<file path="config.mk">
export PLATFORM = sky130hd
export DESIGN_NAME = img_frame_ctrl
export DESIGN_NICKNAME = d
export VERILOG_FILES = /design/src/rtl/img_ctrl_pkg.sv /design/src/rtl/img_pos_counter.sv /design/src/rtl/img_frame_ctrl.sv
export SDC_FILE = /design/constraint.sdc
export NUM_CORES = 1
export LEC_CHECK = 0
export CAP_MARGIN = 20
export CORE_MARGIN = 8
export CORE_UTILIZATION = 47
export CTS_CLUSTER_SIZE = 25
export DETAILED_ROUTE_END_ITERATION = 10
export GPL_ROUTABILITY_DRIVEN = 0
export GPL_TIMING_DRIVEN = 0
export PLACE_DENSITY = 0.76
export SKIP_CTS_REPAIR_TIMING = 1
export SLEW_MARGIN = 20
export SYNTH_ARGS = -nofsm -noshare
export SYNTH_HDL_FRONTEND = slang
export SYNTH_SLANG_ARGS = --single-unit
</file>
<file path="constraint.sdc">
create_clock -name HCLK -period 2.2 [get_ports HCLK]
set_clock_uncertainty 0.1 [all_clocks]
set_input_delay 0.22 -clock HCLK [delete_from_list [all_inputs] [get_ports HCLK]]
set_output_delay 0.22 -clock HCLK [all_outputs]
set_load 0.005 [all_outputs]
</file>
<file path="src/rtl/img_ctrl_pkg.sv">
// img_ctrl_pkg
// Shared definitions for the image frame sequencer and the image read/write blocks:
//   - ctrl_state_e : sequencer FSM state encoding
//   - img_mode_e   : processing mode codes carried on mode_in/mode_out
//   - Def*         : default frame geometry and address width
//   - safe_clog2   : clog2 that never returns 0, so 1-pixel dimensions still get a 1-bit field
package img_ctrl_pkg;

    typedef enum logic [2:0] {
        StIdle   = 3'd0,
        StVdelay = 3'd1,
        StActive = 3'd2,
        StHblank = 3'd3,
        StDone   = 3'd4
    } ctrl_state_e;

    typedef enum logic [2:0] {
        ModePass      = 3'd0,
        ModeBrightAdd = 3'd1,
        ModeBrightSub = 3'd2,
        ModeInvert    = 3'd3,
        ModeThreshold = 3'd4
    } img_mode_e;

    localparam int unsigned DefWidth  = 768;
    localparam int unsigned DefHeight = 512;
    localparam int unsigned DefVblank = 100;
    localparam int unsigned DefHblank = 160;
    localparam int unsigned DefAddrW  = 20;

    function automatic int unsigned safe_clog2(input int unsigned n);
        return (n > 1) ? $clog2(n) : 1;
    endfunction

endpackage

</file>
<file path="src/rtl/img_pos_counter.sv">
// img_pos_counter
// Column / row / linear-address tracker for the frame sequencer.
// Ports:
//   clk, rst_n : clock, asynchronous active-low reset
//   clr        : zero col/row/addr (frame start)
//   inc        : a pixel was issued this cycle; advance position
//   col, row   : current position
//   addr       : row*WIDTH+col of the current position
//   eol        : current column is the last of the line
//   eof        : current pixel is the last of the frame
module img_pos_counter #(
    parameter int unsigned WIDTH  = 4,
    parameter int unsigned HEIGHT = 3,
    parameter int unsigned ADDR_W = 4,
    parameter int unsigned COL_W  = 2,
    parameter int unsigned ROW_W  = 2
) (
    input  logic              clk,
    input  logic              rst_n,
    input  logic              clr,
    input  logic              inc,
    output logic [COL_W-1:0]  col,
    output logic [ROW_W-1:0]  row,
    output logic [ADDR_W-1:0] addr,
    output logic              eol,
    output logic              eof
);

    logic [COL_W-1:0]  col_q, col_d;
    logic [ROW_W-1:0]  row_q, row_d;
    logic [ADDR_W-1:0] addr_q, addr_d;

    always_comb begin
        eol = (col_q == COL_W'(WIDTH - 1));
        eof = eol && (row_q == ROW_W'(HEIGHT - 1));
    end

    always_comb begin
        col_d  = col_q;
        row_d  = row_q;
        addr_d = addr_q;
        if (clr) begin
            col_d  = '0;
            row_d  = '0;
            addr_d = '0;
        end else if (inc) begin
            if (eol) begin
                col_d = '0;
                // The last pixel leaves row/addr parked so addr never passes WIDTH*HEIGHT-1.
                if (!eof) begin
                    row_d  = row_q + ROW_W'(1);
                    addr_d = addr_q + ADDR_W'(1);
                end
            end else begin
                col_d  = col_q + COL_W'(1);
                addr_d = addr_q + ADDR_W'(1);
            end
        end
    end

    always_ff @(posedge clk or negedge rst_n) begin
        if (!rst_n) begin
            col_q  <= '0;
            row_q  <= '0;
            addr_q <= '0;
        end else begin
            col_q  <= col_d;
            row_q  <= row_d;
            addr_q <= addr_d;
        end
    end

    assign col  = col_q;
    assign row  = row_q;
    assign addr = addr_q;

endmodule

</file>
<file path="src/rtl/img_frame_ctrl.sv">
// img_frame_ctrl
// Frame sequencer: on start, waits VBLANK cycles, then walks WIDTH*HEIGHT pixels one per
// cycle (stalling on sink_ready), inserting HBLANK idle cycles between lines, and finishes
// with a one-cycle ctrl_done pulse.
// Ports:
//   HCLK, HRESETn : clock, asynchronous active-low reset
//   start         : frame request, only honoured in IDLE (wins over abort there)
//   abort         : cancel the frame from any busy state, no ctrl_done
//   mode_in       : processing mode, latched when start is accepted
//   sink_ready    : downstream can take a pixel this cycle
//   VSYNC         : frame active (VDELAY/ACTIVE/HBLANK)
//   HSYNC         : pixel issued this cycle
//   rd_addr       : linear index of the issued pixel
//   col, row      : position of the issued pixel
//   mode_out      : latched mode for the current/last frame
//   busy          : not IDLE
//   ctrl_done     : one-cycle end-of-frame pulse
module img_frame_ctrl
    import img_ctrl_pkg::*;
#(
    parameter int unsigned WIDTH  = DefWidth,
    parameter int unsigned HEIGHT = DefHeight,
    parameter int unsigned VBLANK = DefVblank,
    parameter int unsigned HBLANK = DefHblank,
    parameter int unsigned ADDR_W = DefAddrW
) (
    input  logic                           HCLK,
    input  logic                           HRESETn,
    input  logic                           start,
    input  logic                           abort,
    input  logic [2:0]                     mode_in,
    input  logic                           sink_ready,
    output logic                           VSYNC,
    output logic                           HSYNC,
    output logic [ADDR_W-1:0]              rd_addr,
    output logic [safe_clog2(WIDTH)-1:0]   col,
    output logic [safe_clog2(HEIGHT)-1:0]  row,
    output logic [2:0]                     mode_out,
    output logic                           busy,
    output logic                           ctrl_done
);

    localparam int unsigned COL_W   = safe_clog2(WIDTH);
    localparam int unsigned ROW_W   = safe_clog2(HEIGHT);
    localparam int unsigned BLK_MAX = (VBLANK > HBLANK) ? VBLANK : HBLANK;
    localparam int unsigned BLK_W   = safe_clog2(BLK_MAX + 1);

    ctrl_state_e      state_q, state_d;
    logic [BLK_W-1:0] blk_q, blk_d;
    logic [2:0]       mode_q, mode_d;
    logic             pos_clr;
    logic             pos_eol;
    logic             pos_eof;

    img_pos_counter #(
        .WIDTH  (WIDTH),
        .HEIGHT (HEIGHT),
        .ADDR_W (ADDR_W),
        .COL_W  (COL_W),
        .ROW_W  (ROW_W)
    ) u_pos (
        .clk   (HCLK),
        .rst_n (HRESETn),
        .clr   (pos_clr),
        .inc   (HSYNC),
        .col   (col),
        .row   (row),
        .addr  (rd_addr),
        .eol   (pos_eol),
        .eof   (pos_eof)
    );

    // Moore outputs; HSYNC is the only one that also looks at an input.
    always_comb begin
        VSYNC     = (state_q == StVdelay) || (state_q == StActive) || (state_q == StHblank);
        busy      = (state_q != StIdle);
        ctrl_done = (state_q == StDone);
        HSYNC     = (state_q == StActive) && sink_ready;
    end

    always_comb begin
        state_d = state_q;
        blk_d   = blk_q;
        mode_d  = mode_q;
        pos_clr = 1'b0;

        unique case (state_q)
            StIdle: begin
                if (start) begin
                    mode_d  = mode_in;
                    pos_clr = 1'b1;
                    if (VBLANK == 0) begin
                        state_d = StActive;
                    end else begin
                        state_d = StVdelay;
                        blk_d   = BLK_W'(VBLANK);
                    end
                end
            end

            // The counter holds the number of blank cycles still to spend, including this one.
            StVdelay: begin
                blk_d = (blk_q != '0) ? blk_q - BLK_W'(1) : '0;
                if (blk_q <= BLK_W'(1)) begin
                    state_d = StActive;
                end
            end

            StActive: begin
                if (HSYNC && pos_eol) begin
                    if (pos_eof) begin
                        state_d = StDone;
                    end else if (HBLANK != 0) begin
                        state_d = StHblank;
                        blk_d   = BLK_W'(HBLANK);
                    end
                end
            end

            StHblank: begin
                blk_d = (blk_q != '0) ? blk_q - BLK_W'(1) : '0;
                if (blk_q <= BLK_W'(1)) begin
                    state_d = StActive;
                end
            end

            StDone: begin
                state_d = StIdle;
            end

            default: begin
                state_d = StIdle;
                blk_d   = '0;
            end
        endcase

        // Abort overrides every busy-state transition; mode is deliberately kept.
        if (abort && (state_q != StIdle)) begin
            state_d = StIdle;
            blk_d   = '0;
        end
    end

    always_ff @(posedge HCLK or negedge HRESETn) begin
        if (!HRESETn) begin
            state_q <= StIdle;
            blk_q   <= '0;
            mode_q  <= '0;
        end else begin
            state_q <= state_d;
            blk_q   <= blk_d;
            mode_q  <= mode_d;
        end
    end

    assign mode_out = mode_q;

endmodule

</file>
Word-level counts from Yosys, hierarchy flattened
Cells that the tools add are included.
{"block": "word_totals", "regBits": 53, "out_inout_bits": 46, "word_cells": 66, "input_bits": 8}
{"block": "op_classes", "n_mux": 25, "addsub": 4, "n_eq_ne": 13, "n_reduce_logical": 17, "order_cmp": 1}
{"operator": "20-bit two-way mux", "n": 4}
{"operator": "8-bit two-way mux", "n": 5}
{"operator": "9-bit two-way mux", "n": 4}
{"operator": "8-bit case mux with 4 select lines", "n": 1}
{"operator": "10-bit two-way mux", "n": 3}
{"operator": "20-bit by 1-bit adder with 20-bit output, second input constant", "n": 1}
{"operator": "3-bit two-way mux", "n": 5}
{"operator": "10-bit by 1-bit adder with 10-bit output, second input constant", "n": 1}
{"operator": "10-bit == test, second input constant", "n": 1}
{"operator": "9-bit by 1-bit adder with 9-bit output, second input constant", "n": 1}
{"operator": "9-bit == test, second input constant", "n": 1}
{"operator": "3-bit case mux with 3 select lines", "n": 1}
{"operator": "8-bit by 1-bit <= comparator with 1-bit output, second input constant", "n": 1}
{"operator": "8-bit nonzero test", "n": 1}
{"operator": "8-bit by 1-bit subtractor with 8-bit output, second input constant", "n": 1}
{"operator": "3-bit by 2-bit == test with 1-bit output, second input constant", "n": 2}
{"operator": "3-bit by 1-bit inequality test with 1-bit output, second input constant", "n": 2}
{"operator": "3-bit inequality test, second input constant", "n": 2}
{"operator": "3-bit AND reduction", "n": 2}
{"operator": "1-bit logical AND", "n": 4}
{"operator": "2-bit AND reduction", "n": 2}
{"operator": "4-bit AND reduction", "n": 1}
{"operator": "2-bit nonzero test", "n": 2}
{"operator": "3-bit by 1-bit == test with 1-bit output, second input constant", "n": 1}
{"operator": "9 further kinds", "n": 11}

Depth between registers and ports, before layout
{"block": "logic_depth", "word_depth": 6, "mapped_depth": 10, "depth_no_buf": 9}

Cells and area by module
A second synthesis with hierarchy kept.
{"block": "hier_totals", "cells_unflattened": 310, "hier_area_um2": 3062.9}
{"module": "img_pos_counter", "seq_area_each_um2": 975.9, "cells_each": 215, "area_per_inst_um2": 2118.3, "n_inst": 1}
{"module": "img_frame_ctrl", "seq_area_each_um2": 350.3, "cells_each": 95, "area_per_inst_um2": 944.7, "n_inst": 1}

Worst setup path before layout
Ideal clock, no wire load.
{"block": "synth_path", "kind": "register to register", "from": "reg u_pos.row_q[0], in the netlist u_pos.row[0]", "to": "reg blk_q[6]", "path_buffers": 0, "setup_slack_ns": -0.067, "setup_time_ns": 0.133, "required_ns": 1.967, "t_arrival_ns": 2.034, "period_less_slack_ns": 2.267, "stages_incl_launch_ff": 10, "cell_sequence": "dfrtp_1 ha_1 and2_1 and3_1 ha_1 inv_1 or4_4 o22ai_4 or2_4 o21ai_0"}
{"block": "synth_via", "elab_chain_len": 4}
{"item": "from (decl)", "line_no": "img_pos_counter.sv:30", "text": "logic [ROW_W-1:0] row_q, row_d;"}
{"item": "from (signal assigned)", "line_no": "img_pos_counter.sv:68", "text": "row_q <= row_d;"}
{"item": "9-bit == test", "line_no": "img_pos_counter.sv:35", "text": "eof = eol && (row_q == ROW_W'(HEIGHT - 1));"}
{"item": "1-bit logical AND", "line_no": "img_pos_counter.sv:35"}
{"item": "3-bit by 2-bit inequality test with 1-bit output (no source line)"}
{"item": "4-bit AND reduction (no source line)"}
{"item": "to (signal assigned)", "line_no": "img_frame_ctrl.sv:151", "text": "blk_q <= blk_d;"}
{"item": "to (decl)", "line_no": "img_frame_ctrl.sv:49", "text": "logic [BLK_W-1:0] blk_q, blk_d;"}
No other way between the ends.
A chain may end at the register's enable or synchronous reset.

Final worst setup path
{"block": "layout_path", "from": "reg u_pos.row_q[4], in the netlist u_pos.row[4]", "to": "reg blk_q[3]"}
The elaborated chain is that of the path after synthesis.

==> out/results.ini <==
[logic_synthesis]
synth_nets=342
syn_inst=327
yosys.area_share.simple_pct=30.0
netlist_area_um2=2970
synth_edf_count=0
synth_ff_type=dfrtp_1
yosys.area_share.adder_pct=2.95
postSynthRegisterBits=53
yosys_warnings=0
synth_compound_area_share_pct=13.1
muxShareOfSynthArea_pct=0.337
synth.distinct_cells=55
synthArstFlopShare_pct=100
seq_area_frac_synth_pct=44.7
syn_area_per_cell_um2=9.08
synth_top_family_by_area=simple AND/OR/NAND/NOR gates
synth_xor_area_share_pct=6.19

[timing]
period_minus_slack_ns=2.31
period_share_pct=105
slew_headroom_pct=54.8
maxSlewViolCount=0
tightest_slew_ns=0.677
layout_setup_ws_ns=-0.107
holdWs_ns=0.337
finalHoldViolations=0
fmax_mhz=433
finalSetupViolCount=12
grt_setup_unrepaired=true

[final_layout]
num-fill-cells=510
final_util_pct=64.5
layout.nets=418
area_growth_pct=35.6
diodes=0
final_cells=481
drive_gt1_share_pct=18.6

[floorplanning]
rows=29
pin_count=54
dieArea_um2=9120
die_w_um=95.5
die_height_um=95.5
coreArea_um2=6240
initial_core_util_pct=47.6

[drt]
vias=2805
drtIter0Drc=181
wl_mm=7.88
first_pass_iters=4
via_per_inst=5.83
drc=0
drt-wirelength-per-cell_um=16.4
drtAntennaViolNets=0

[clock_network]
cts_sinks=53
clk_pin_slew_ns=0.09
clk_latency_ns=0.31
cts_buffers=5
cts_buffer_depth=2
clockRootBuffer=clkbuf_8
cts_max_level=2
cts_tree=done

[worst_setup_path]
startpoint_type=flop
reg2regPathDepth=9
critPathKind=flop to flop
cp_max_fo=6
worstSetupEndpointType=flop
crit_required_ns=2.35
reg2reg_slack_ns=-0.11
crit_arrival_ns=2.46

[worst_hold_path]
hold_path_class=input pin to flop
hold_depth=3

[placed_design]
portBuffers=53
placedCellCount=457
hpwl_mm=5.44

[pwr]
power.total_mw=2.96
p_leak_nw=1.71
peakVddDrop_uv=479
power_density_nw_per_um2=735

[grt]
antenna_found_initial=0
grt_max_degree=54
grt_util_all_layers_pct=16.7
grt_pass1_vias=2612
grt_pass1_wl_mm=12.4
grt_overflow=0

[outcome]
violations=negative setup slack
status=finished with violations

[run]
cap_violations=0

## cells in the mapped netlist, drive strengths merged, types with 3 or more instances
master | number | area (µm²)
or2 | 4 | 27.5
nand2 | 33 | 124
a31oi | 3 | 25.0
xnor2 | 9 | 78.8
a21oi | 16 | 80.1
inv | 9 | 33.8
ha | 7 | 87.6
buf | 6 | 28.8
o22ai | 3 | 32.5
or3 | 8 | 50.1
nor2 | 43 | 161
nor3 | 5 | 36.3
clkbuf | 5 | 18.8
o31ai | 5 | 37.5
o21ai | 20 | 100
nor3b | 5 | 37.5
and2 | 5 | 31.3
nand2b | 3 | 18.8
nand3 | 12 | 60.1
xor2 | 12 | 105
nand4 | 14 | 103
and3 | 9 | 56.3
or4 | 3 | 26.3
nor4 | 10 | 62.6
dfrtp | 53 | 1330
## registers in the layout, indices dropped and copies added (netlist names)
register,flops
blk_q,8
mode_out,3
state_q,3
u_pos.addr,20
u_pos.col,10
u_pos.row,9
## per-stage QoR
step / setup slack [ns] / setup TNS, ns / area, µm²
2_1_floorplan: -0.0524 / -0.252 / 2990
3_3_place_gp: -0.848 / -51.13 / 3620
3_5_place_dp: -0.485 / -7.59 / 3620
4_1_cts: -0.516 / -8.44 / 3700
5_1_grt: -0.198 / -4.29 / 4030
6_report: -0.107 / -0.763 / 4030
## worst max-delay path, stage by stage, from the launching register on
cell	delay (ns)
dfrtp_1	0.40
and3_4	0.20
and2_4	0.14
and3_4	0.18
ha_4	0.14
inv_2	0.03
or4_4	0.47
o22ai_4	0.23
or2_4	0.23
a22o_1	0.14
## layout make-up
class | instances | area, µm² | area share (%)
multi-input combinational | 254 | 1760 | 43.7
sequential | 53 | 1330 | 33.0
timing repair buffer | 69 | 664 | 16.5
tap | 77 | 96.3 | 2.39
clock buffer | 5 | 68.8 | 1.71
buffer | 11 | 58.8 | 1.46
inverter | 9 | 33.8 | 0.839
clock inverter | 3 | 17.5 | 0.435
## cell usage in the layout, fill, tap and decap left out, drive strengths merged, types with 4 or more instances in the layout
cell           netlist  layout
nor2                43      43
a21oi               16      16
xor2                12      12
and2                 5       5
clkbuf               5      11
buf                  6      21
clkdlybuf4s50        0      51
nor3b                5       5
and3                 9       9
ha                   7       7
or3                  8       8
o21ai               20      20
o31ai                5       5
dfrtp               53      53
nand2               33      33
xnor2                9       9
nor4                10      10
inv                  9       9
nand3               12      12
nand4               14      14
nor3                 5       5
or2                  4       4
## power by group
| part | switching, mW | total, mW | internal [mW] | leakage (nW) |
|---|---|---|---|---|
| clock | 0.324 | 0.545 | 0.221 | 0.0439 |
| combinational | 0.649 | 1.15 | 0.501 | 0.947 |
| sequential | 0.162 | 1.26 | 1.10 | 0.719 |
## worst paths after layout
kind	start	to
max in group asynchronous	HRESETn	u_pos.row[3]
hold / removal	mode_in[2]	mode_out[2]
setup reg to reg	u_pos.row[4]	blk_q[3]
setup / recovery	u_pos.row[4]	blk_q[3]
hold reg to reg	mode_out[0]	mode_out[0]
min in group asynchronous	HRESETn	blk_q[4]
## per-layer routing
layer	wire [µm]	GRT usage, %	up-vias	part of all wire [%]
met2	3690	26.8	91	47
met1	3610	21.7	1367	46
li1	-	-	1337	-
met5	0	0	-	0
met3	493	4.09	10	6.3
met4	91	5.25	0	1.2
## kinds of logic (layout without fill, tap and decap cells)
group                    after synthesis  after routing
AO/OA/AOI/OAI                         60             60
buffers and inverters                 20             97
adder cells (fa/ha/maj)                7              7
XOR/XNOR                              21             21
AND/OR/NAND/NOR                      165            165
flip-flops                            53             53
multiplexers                           1              1
Power figures use the tool's default switching activity.
